### config.mk
export PLATFORM = sky130hd
export DESIGN_NAME = keypad_scanner
export DESIGN_NICKNAME = d
export VERILOG_FILES = /design/src/rtl/keypad_scanner.sv
export SDC_FILE = /design/constraint.sdc
export NUM_CORES = 1
export LEC_CHECK = 0
export CAP_MARGIN = 20
export CORE_MARGIN = 2
export CORE_UTILIZATION = 55
export DETAILED_ROUTE_END_ITERATION = 12
export HOLD_SLACK_MARGIN = 0.03
export PLACE_DENSITY = 0.79
export SLEW_MARGIN = 20
export SYNTH_ARGS = -nofsm -noshare
export SYNTH_HDL_FRONTEND = slang
export SYNTH_SLANG_ARGS = --single-unit
### constraint.sdc
create_clock -name clk -period 5.84 [get_ports clk]
set_clock_uncertainty 0.15 [all_clocks]
set_input_delay 0.584 -clock clk [delete_from_list [all_inputs] [get_ports clk]]
set_output_delay 0.584 -clock clk [all_outputs]
set_load 0.005 [all_outputs]
### src/rtl/keypad_scanner.sv
// ---------------------------------------------------------------------------
// keypad_scanner
//
// Row/column matrix keypad scanner. Rows are strobed low one at a time and
// the columns are sensed through a 2-flop synchroniser. One sample of every
// row makes a frame snapshot. At the end of each frame the snapshot is
// classified (no key / one key / several keys) and debounced across frames.
// Accepted changes update key_code/multi and push press/release events into
// a small show-ahead FIFO with a valid/ready handshake.
//
// Parameters
//   ROWS, COLS  matrix size (rows driven, columns sensed)
//   SCAN_DIV    clk cycles spent on each row
//   SETTLE      cycle inside a row slot at which columns are sampled
//   DEBOUNCE    identical consecutive frames needed to accept a change
//   EVT_DEPTH   event FIFO depth (power of 2)
//   KEY_W       key code width
//
// Ports
//   clk           scan clock
//   reset         asynchronous active-high reset
//   row_drive_n   registered row strobes, active low
//   col_sense_n   raw column inputs, asynchronous, active low
//   key_code      debounced key, 0 = none, else 1 + row*COLS + col
//   multi         debounced "more than one contact closed"
//   evt_valid     event FIFO not empty
//   evt_ready     consumer accepts the head event
//   evt_code      head event key code
//   evt_press     head event type, 1 = press, 0 = release
//   evt_overflow  one-cycle pulse when an event is dropped on a full FIFO
// ---------------------------------------------------------------------------
module keypad_scanner #(
  parameter int ROWS      = 4,
  parameter int COLS      = 3,
  parameter int SCAN_DIV  = 1024,
  parameter int SETTLE    = 1008,
  parameter int DEBOUNCE  = 3,
  parameter int EVT_DEPTH = 4,
  parameter int KEY_W     = 5
) (
  input  logic             clk,
  input  logic             reset,
  output logic [ROWS-1:0]  row_drive_n,
  input  logic [COLS-1:0]  col_sense_n,
  output logic [KEY_W-1:0] key_code,
  output logic             multi,
  output logic             evt_valid,
  input  logic             evt_ready,
  output logic [KEY_W-1:0] evt_code,
  output logic             evt_press,
  output logic             evt_overflow
);

  localparam int NKEYS = ROWS * COLS;
  localparam int DIV_W = (SCAN_DIV > 1) ? $clog2(SCAN_DIV) : 1;
  localparam int ROW_W = (ROWS > 1) ? $clog2(ROWS) : 1;
  localparam int ST_W  = (DEBOUNCE > 1) ? $clog2(DEBOUNCE) : 1;
  localparam int AW    = $clog2(EVT_DEPTH);
  localparam int CW    = AW + 1;

  localparam logic [DIV_W-1:0] DIV_LAST   = DIV_W'(SCAN_DIV - 1);
  localparam logic [DIV_W-1:0] DIV_SETTLE = DIV_W'(SETTLE);
  localparam logic [ROW_W-1:0] ROW_LAST   = ROW_W'(ROWS - 1);
  localparam logic [ST_W-1:0]  ST_ACCEPT  = ST_W'(DEBOUNCE - 1);
  localparam logic [CW-1:0]    FIFO_FULL  = CW'(EVT_DEPTH);

  // Frame classification
  localparam logic [1:0] CAND_NONE  = 2'd0;
  localparam logic [1:0] CAND_KEY   = 2'd1;
  localparam logic [1:0] CAND_MULTI = 2'd2;

  // Synchroniser
  logic [COLS-1:0] col_meta;
  logic [COLS-1:0] col_sync;

  // Scan timing
  logic [DIV_W-1:0] div;
  logic [ROW_W-1:0] row;
  logic [ROWS-1:0]  row_sel_n;
  logic             frame_end;

  // Frame snapshot, one bit per contact, index row*COLS + col
  logic [NKEYS-1:0] snapshot;
  logic [NKEYS-1:0] snap_next;

  // Classification of the completed frame
  logic [1:0]       cand_kind;
  logic [KEY_W-1:0] cand_code;
  logic             hit;

  // Debounce state
  logic [1:0]       prev_kind;
  logic [KEY_W-1:0] prev_code;
  logic [ST_W-1:0]  stable;
  logic [ST_W-1:0]  stable_next;
  logic             same;
  logic             accept;

  // Acceptance results
  logic [KEY_W-1:0] key_next;
  logic             multi_next;
  logic             fe_push;
  logic             fe_press;
  logic [KEY_W-1:0] fe_code;
  logic             pend_set;
  logic             pend_valid;
  logic [KEY_W-1:0] pend_code;

  // Event FIFO
  logic             push;
  logic             push_press;
  logic [KEY_W-1:0] push_code;
  logic [KEY_W:0]   mem [EVT_DEPTH];
  logic [AW-1:0]    wr_ptr;
  logic [AW-1:0]    rd_ptr;
  logic [CW-1:0]    count;
  logic [KEY_W:0]   head;
  logic             full;
  logic             pop;
  logic             wr_en;
  logic             drop;

  // Column inputs are asynchronous; nothing downstream sees the raw pins.
  always_ff @(posedge clk or posedge reset) begin
    if (reset) begin
      col_meta <= '1;
      col_sync <= '1;
    end else begin
      col_meta <= col_sense_n;
      col_sync <= col_meta;
    end
  end

  always_ff @(posedge clk or posedge reset) begin
    if (reset) begin
      div <= '0;
      row <= '0;
    end else if (div == DIV_LAST) begin
      div <= '0;
      row <= (row == ROW_LAST) ? '0 : row + ROW_W'(1);
    end else begin
      div <= div + DIV_W'(1);
    end
  end

  always_comb begin
    row_sel_n = '1;
    for (int i = 0; i < ROWS; i++) begin
      if (row == ROW_W'(i)) row_sel_n[i] = 1'b0;
    end
  end

  // The strobe is registered from the current row, so it trails the row
  // counter by one cycle; row 0 goes low on the first clock after reset.
  always_ff @(posedge clk or posedge reset) begin
    if (reset) row_drive_n <= '1;
    else       row_drive_n <= row_sel_n;
  end

  assign frame_end = (div == DIV_LAST) && (row == ROW_LAST);

  // The sample write is bypassed into snap_next so that classification on
  // the frame-end cycle also works when SETTLE is the last slot cycle.
  always_comb begin
    snap_next = snapshot;
    for (int r = 0; r < ROWS; r++) begin
      for (int c = 0; c < COLS; c++) begin
        if ((div == DIV_SETTLE) && (row == ROW_W'(r)))
          snap_next[r*COLS + c] = ~col_sync[c];
      end
    end
  end

  always_ff @(posedge clk or posedge reset) begin
    if (reset) snapshot <= '0;
    else       snapshot <= snap_next;
  end

  always_comb begin
    cand_kind = CAND_NONE;
    cand_code = '0;
    hit       = 1'b0;
    for (int i = 0; i < NKEYS; i++) begin
      if (snap_next[i]) begin
        if (hit) begin
          cand_kind = CAND_MULTI;
        end else begin
          cand_kind = CAND_KEY;
          cand_code = KEY_W'(i + 1);
        end
        hit = 1'b1;
      end
    end
    if (cand_kind == CAND_MULTI) cand_code = '0;
  end

  // stable counts repeats of the same candidate and saturates at the
  // acceptance value, so a held candidate is re-accepted every frame
  // (harmless: re-accepting the current state changes nothing).
  assign same        = (cand_kind == prev_kind) && (cand_code == prev_code);
  assign stable_next = !same ? '0 :
                       (stable == ST_ACCEPT) ? stable : stable + ST_W'(1);
  assign accept      = frame_end && (stable_next == ST_ACCEPT);

  always_ff @(posedge clk or posedge reset) begin
    if (reset) begin
      prev_kind <= CAND_NONE;
      prev_code <= '0;
      stable    <= '0;
    end else if (frame_end) begin
      prev_kind <= cand_kind;
      prev_code <= cand_code;
      stable    <= stable_next;
    end
  end

  // A direct key-to-key change emits release(old) now and press(new) on the
  // following cycle through the pending slot.
  always_comb begin
    key_next   = key_code;
    multi_next = multi;
    fe_push    = 1'b0;
    fe_press   = 1'b0;
    fe_code    = key_code;
    pend_set   = 1'b0;
    if (accept) begin
      case (cand_kind)
        CAND_NONE: begin
          multi_next = 1'b0;
          if (key_code != '0) begin
            key_next = '0;
            fe_push  = 1'b1;
          end
        end
        CAND_KEY: begin
          multi_next = 1'b0;
          if (cand_code != key_code) begin
            key_next = cand_code;
            fe_push  = 1'b1;
            if (key_code == '0) begin
              fe_press = 1'b1;
              fe_code  = cand_code;
            end else begin
              pend_set = 1'b1;
            end
          end
        end
        default: begin
          multi_next = 1'b1;
        end
      endcase
    end
  end

  always_ff @(posedge clk or posedge reset) begin
    if (reset) begin
      key_code   <= '0;
      multi      <= 1'b0;
      pend_valid <= 1'b0;
      pend_code  <= '0;
    end else begin
      key_code   <= key_next;
      multi      <= multi_next;
      pend_valid <= pend_set;
      if (pend_set) pend_code <= cand_code;
    end
  end

  // Frame ends are many cycles apart, so the pending press never collides
  // with a frame-end push.
  assign push       = fe_push | pend_valid;
  assign push_code  = pend_valid ? pend_code : fe_code;
  assign push_press = pend_valid | fe_press;

  assign evt_valid = (count != '0);
  assign full      = (count == FIFO_FULL);
  assign pop       = evt_valid && evt_ready;
  assign wr_en     = push && (!full || pop);
  assign drop      = push && full && !pop;

  always_ff @(posedge clk or posedge reset) begin
    if (reset) begin
      for (int i = 0; i < EVT_DEPTH; i++) mem[i] <= '0;
      wr_ptr       <= '0;
      rd_ptr       <= '0;
      count        <= '0;
      evt_overflow <= 1'b0;
    end else begin
      if (wr_en) begin
        mem[wr_ptr] <= {push_press, push_code};
        wr_ptr      <= wr_ptr + AW'(1);
      end
      if (pop) rd_ptr <= rd_ptr + AW'(1);
      if (wr_en && !pop)      count <= count + CW'(1);
      else if (!wr_en && pop) count <= count - CW'(1);
      evt_overflow <= drop;
    end
  end

  assign head      = mem[rd_ptr];
  assign evt_code  = evt_valid ? head[KEY_W-1:0] : '0;
  assign evt_press = evt_valid & head[KEY_W];

endmodule

==> results of run 1 <==
state kept, by name (all words and copies together) (netlist names), 4 cells and up:
register	flops
mem	20
snapshot	12
div	10
key_code	4
pend_code	4
prev_code	4
row_drive_n	4
final timing paths:
path                                       startpoint                     end  slack (ns)
worst min-delay path            col_meta[0]$_DFF_PP1_   col_sync[0]$_DFF_PP1_        0.21
worst max register to register       div[0]$_DFF_PP0_    count[2]$_DFFE_PP0P_        0.30
max in group asynchronous                       reset  snapshot[11]$_DFF_PP0_        4.15
worst min register to register  col_meta[0]$_DFF_PP1_   col_sync[0]$_DFF_PP1_        0.21
worst max-delay path                 div[0]$_DFF_PP0_    count[2]$_DFFE_PP0P_        0.30
min in group asynchronous                       reset        div[5]$_DFF_PP0_        0.35
cell families (layout without fill, tap and decap cells):
kind of cell,after synthesis,in the layout,share of synthesized area (%)
buf+inv,79,115,6.40
fa+ha+maj,17,17,4.30
mux,35,35,8.84
other cells,1,2,0.0740
simple gates,150,150,17.1
compound gates,119,119,19.2
flops,80,80,39.8
xor+xnor,25,25,4.32
where the power goes:
group / internal (W) / switching [W]
clock network: 0.000220 / 0.000210
registers: 0.000558 / 0.00000429
logic: 0.00000598 / 0.0000154
layout make-up:
class / count / area share [%]
Multi-Input combinational cell: 348 / 49.0
Sequential cell: 80 / 34.9
Timing Repair Buffer: 42 / 6.38
Inverter: 58 / 3.80
Clock buffer: 11 / 2.62
Tap cell: 111 / 2.41
Clock inverter: 4 / 0.911
cell usage after synthesis, types with 13 or more instances:
master,n
xnor2_1,13
mux2i_1,13
a32oi_1,18
nor2_1,27
o211ai_1,14
inv_1,56
mux2_2,14
nand4_1,13
nand3_1,14
dfrtp_1,70
ha_1,15
nand2_1,24
o21ai_0,17
stage by stage:
step / hold WS [ns] / std cells / power, W
2_1_floorplan: 0.195 / 507 / 0.000586
3_3_place_gp: 0.196 / 635 / 0.000594
3_5_place_dp: 0.199 / 635 / 0.000594
4_1_cts: 0.210 / 650 / 0.00102
5_1_grt: 0.215 / 654 / 0.00104
6_report: 0.209 / 654 / 0.00101
metal layers:
layer | vias up | wire length [um] | GRT usage, %
met5 | - | 0 | 0
met4 | 0 | 238 | 9.69
met3 | 33 | 805 | 3.41
met2 | 196 | 5890 | 39.4
met1 | 2102 | 5450 | 35.5
li1 | 1948 | - | -
layout by cell type (no fill, tap or decap), types with 4 or more instances in the layout:
cell,count
a211o_1,5
a211oi_1,5
a21oi_1,7
a31oi_1,4
a32oi_1,18
a41o_1,4
a41oi_1,4
and2_1,12
buf_4,21
clkbuf_8,11
clkdlybuf4s50_1,21
dfrtp_1,70
dfstp_2,10
ha_1,14
inv_1,55
mux2_2,14
mux2i_1,13
mux4_2,5
nand2_1,23
nand2b_1,4
nand3_1,14
nand4_1,13
nor2_1,27
nor2b_1,4
nor3_1,6
nor3_2,4
nor4_1,6
o211ai_1,14
o21ai_0,17
o31ai_1,5
or3_1,5
or4_1,8
xnor2_1,13
xor2_1,12
repair_timing:
action / 4_1_cts / 5_1_grt
setup endpoints to repair: 1 / 19
pin swaps: 0 / 3
gates cloned: 0 / 0
resized for setup: 1 / 16
setup buffers: 0 / 4
==> results.ini, run 1 <==
[outcome]
outcome = complete, no violations

[timing]
finalMaxSlewViolations = 0
hold_violations = 0
setup_slack_ns = 0.302
max_freq_mhz = 181
tightest_slew_ns = 0.741
tns_ns = 0
fin_crit_sh_pct = 94.8
relSlewSlack_pct = 50.6
setup_viol = 0
period_needed_ns = 5.54

[setup_path]
crit_chain = inv_1, ha_1, nand4_1, nor3_2, mux2_2, inv_1, ha_4, nand3_1, buf_4, a2111o_1, a32oi_1, o21ai_2, nand3_1, a21oi_1, or4_1, a311oi_4, o21ai_2, inv_1, ha_1, inv_1, fa_1, xor2_1, nor2_1, xor2_1
critPathCaptureType = flip-flop
cpMaxStageDelayCell = or4_1
worstSetupStartpointType = flip-flop
cpPeakStageDelay_ns = 0.56
rr_worst_depth = 24
path_max_fanout = 9
critPathBufInv = 5
path_depth = 24
worst_ep_arrival_time_ns = 5.68
path_class = flip-flop to flip-flop
cp_top_family = simple AND/OR/NAND/NOR gates
crit_top_cell = inv_1
crit_required_ns = 5.98

[power_and_ir_drop]
power_per_cell_area_nw_per_um2 = 176
max-vdd-ir-drop_mv = 0.177
leakage_nw = 2.64

[floorplan]
rows = 35
die_h_um = 100
initial_core_util_pct = 55.9
coreArea_sq_um = 9060
ios = 24
die_x_um = 100
die_area_sq_um = 10000

[route]
wl_um = 12400
drc = 0
firstDrtPassIters = 5
drtAntennaViolNets = 0
viasPerCell = 6.54
drt_iter0_markers = 280
vias = 4279
wire_per_inst_um = 18.9

[layout]
seqCellArea_sq_um = 2010
fillers = 723
area_delta_synth_final_pct = 13.9
fin_util_pct = 63.6
diodes = 0
finalNetCount = 561
drive_gt1_share_pct = 18.6
final_area_sq_um = 5770
multi_input_area_sq_um = 2830

[global_route]
grt_pass1_vias = 4029
antenna_found_initial = 0
grt_pass1_wl_um = 20000
grtUsageTotal_pct = 25.0
overflow = 0
grt_start_max_net_pins = 61

[placement]
io_buffers = 21
place_congestion = 0.989
post-place-ws_ns = 0.0467
dpl-instance-area_sq_um = 5440
hpwlAfterDp_um = 8790

[logic_synthesis]
yosys_warnings = 0
synth.distinct_cells = 84
ys_ff_latch = 80
netlist.area_leader.share_pct = 34.6
async_flop_share_pct = 100
synth_area_sq_um = 5070
synth-edff-count = 0
ys.flop_type = dfrtp_1
avgSynthCellArea_sq_um = 10.0
synthTopCellsByArea = dfrtp_1 (35%), dfstp_2 (5.2%), inv_1 (4.1%)
ys_seq_area_share_pct = 39.8
yosysTopAreaCell = dfrtp_1
syn_inst = 506

[job]
cap_violations = 0

[clocking]
cts_hold_buffers = 0
h-tree-depth = 3
cts_max_path_buffers = 2
cts-buffers-inserted = 9
insertion_delay_ns = 0.36
tritoncts = yes
cts-root-buf = clkbuf_8
clk_pin_slew_ns = 0.09
cts_sinks = 80

[min_path]
hold_depth = 0
min_path_type = flip-flop to flip-flop

Note: power is estimated with default switching activity, not from simulation.
==> run 2: changes to the inputs <==
==> constraint.sdc (replaced) <==
create_clock -name clk -period 5.84 [get_ports clk]
set_clock_uncertainty 0.15 [all_clocks]
set_input_delay 0.584 -clock clk [delete_from_list [all_inputs] [get_ports clk]]
set_output_delay 0.584 -clock clk [all_outputs]
set_load 0.02 [all_outputs]
==> results of run 2 <==
The final DEF is identical to that of run 1. Status: complete, no violations.
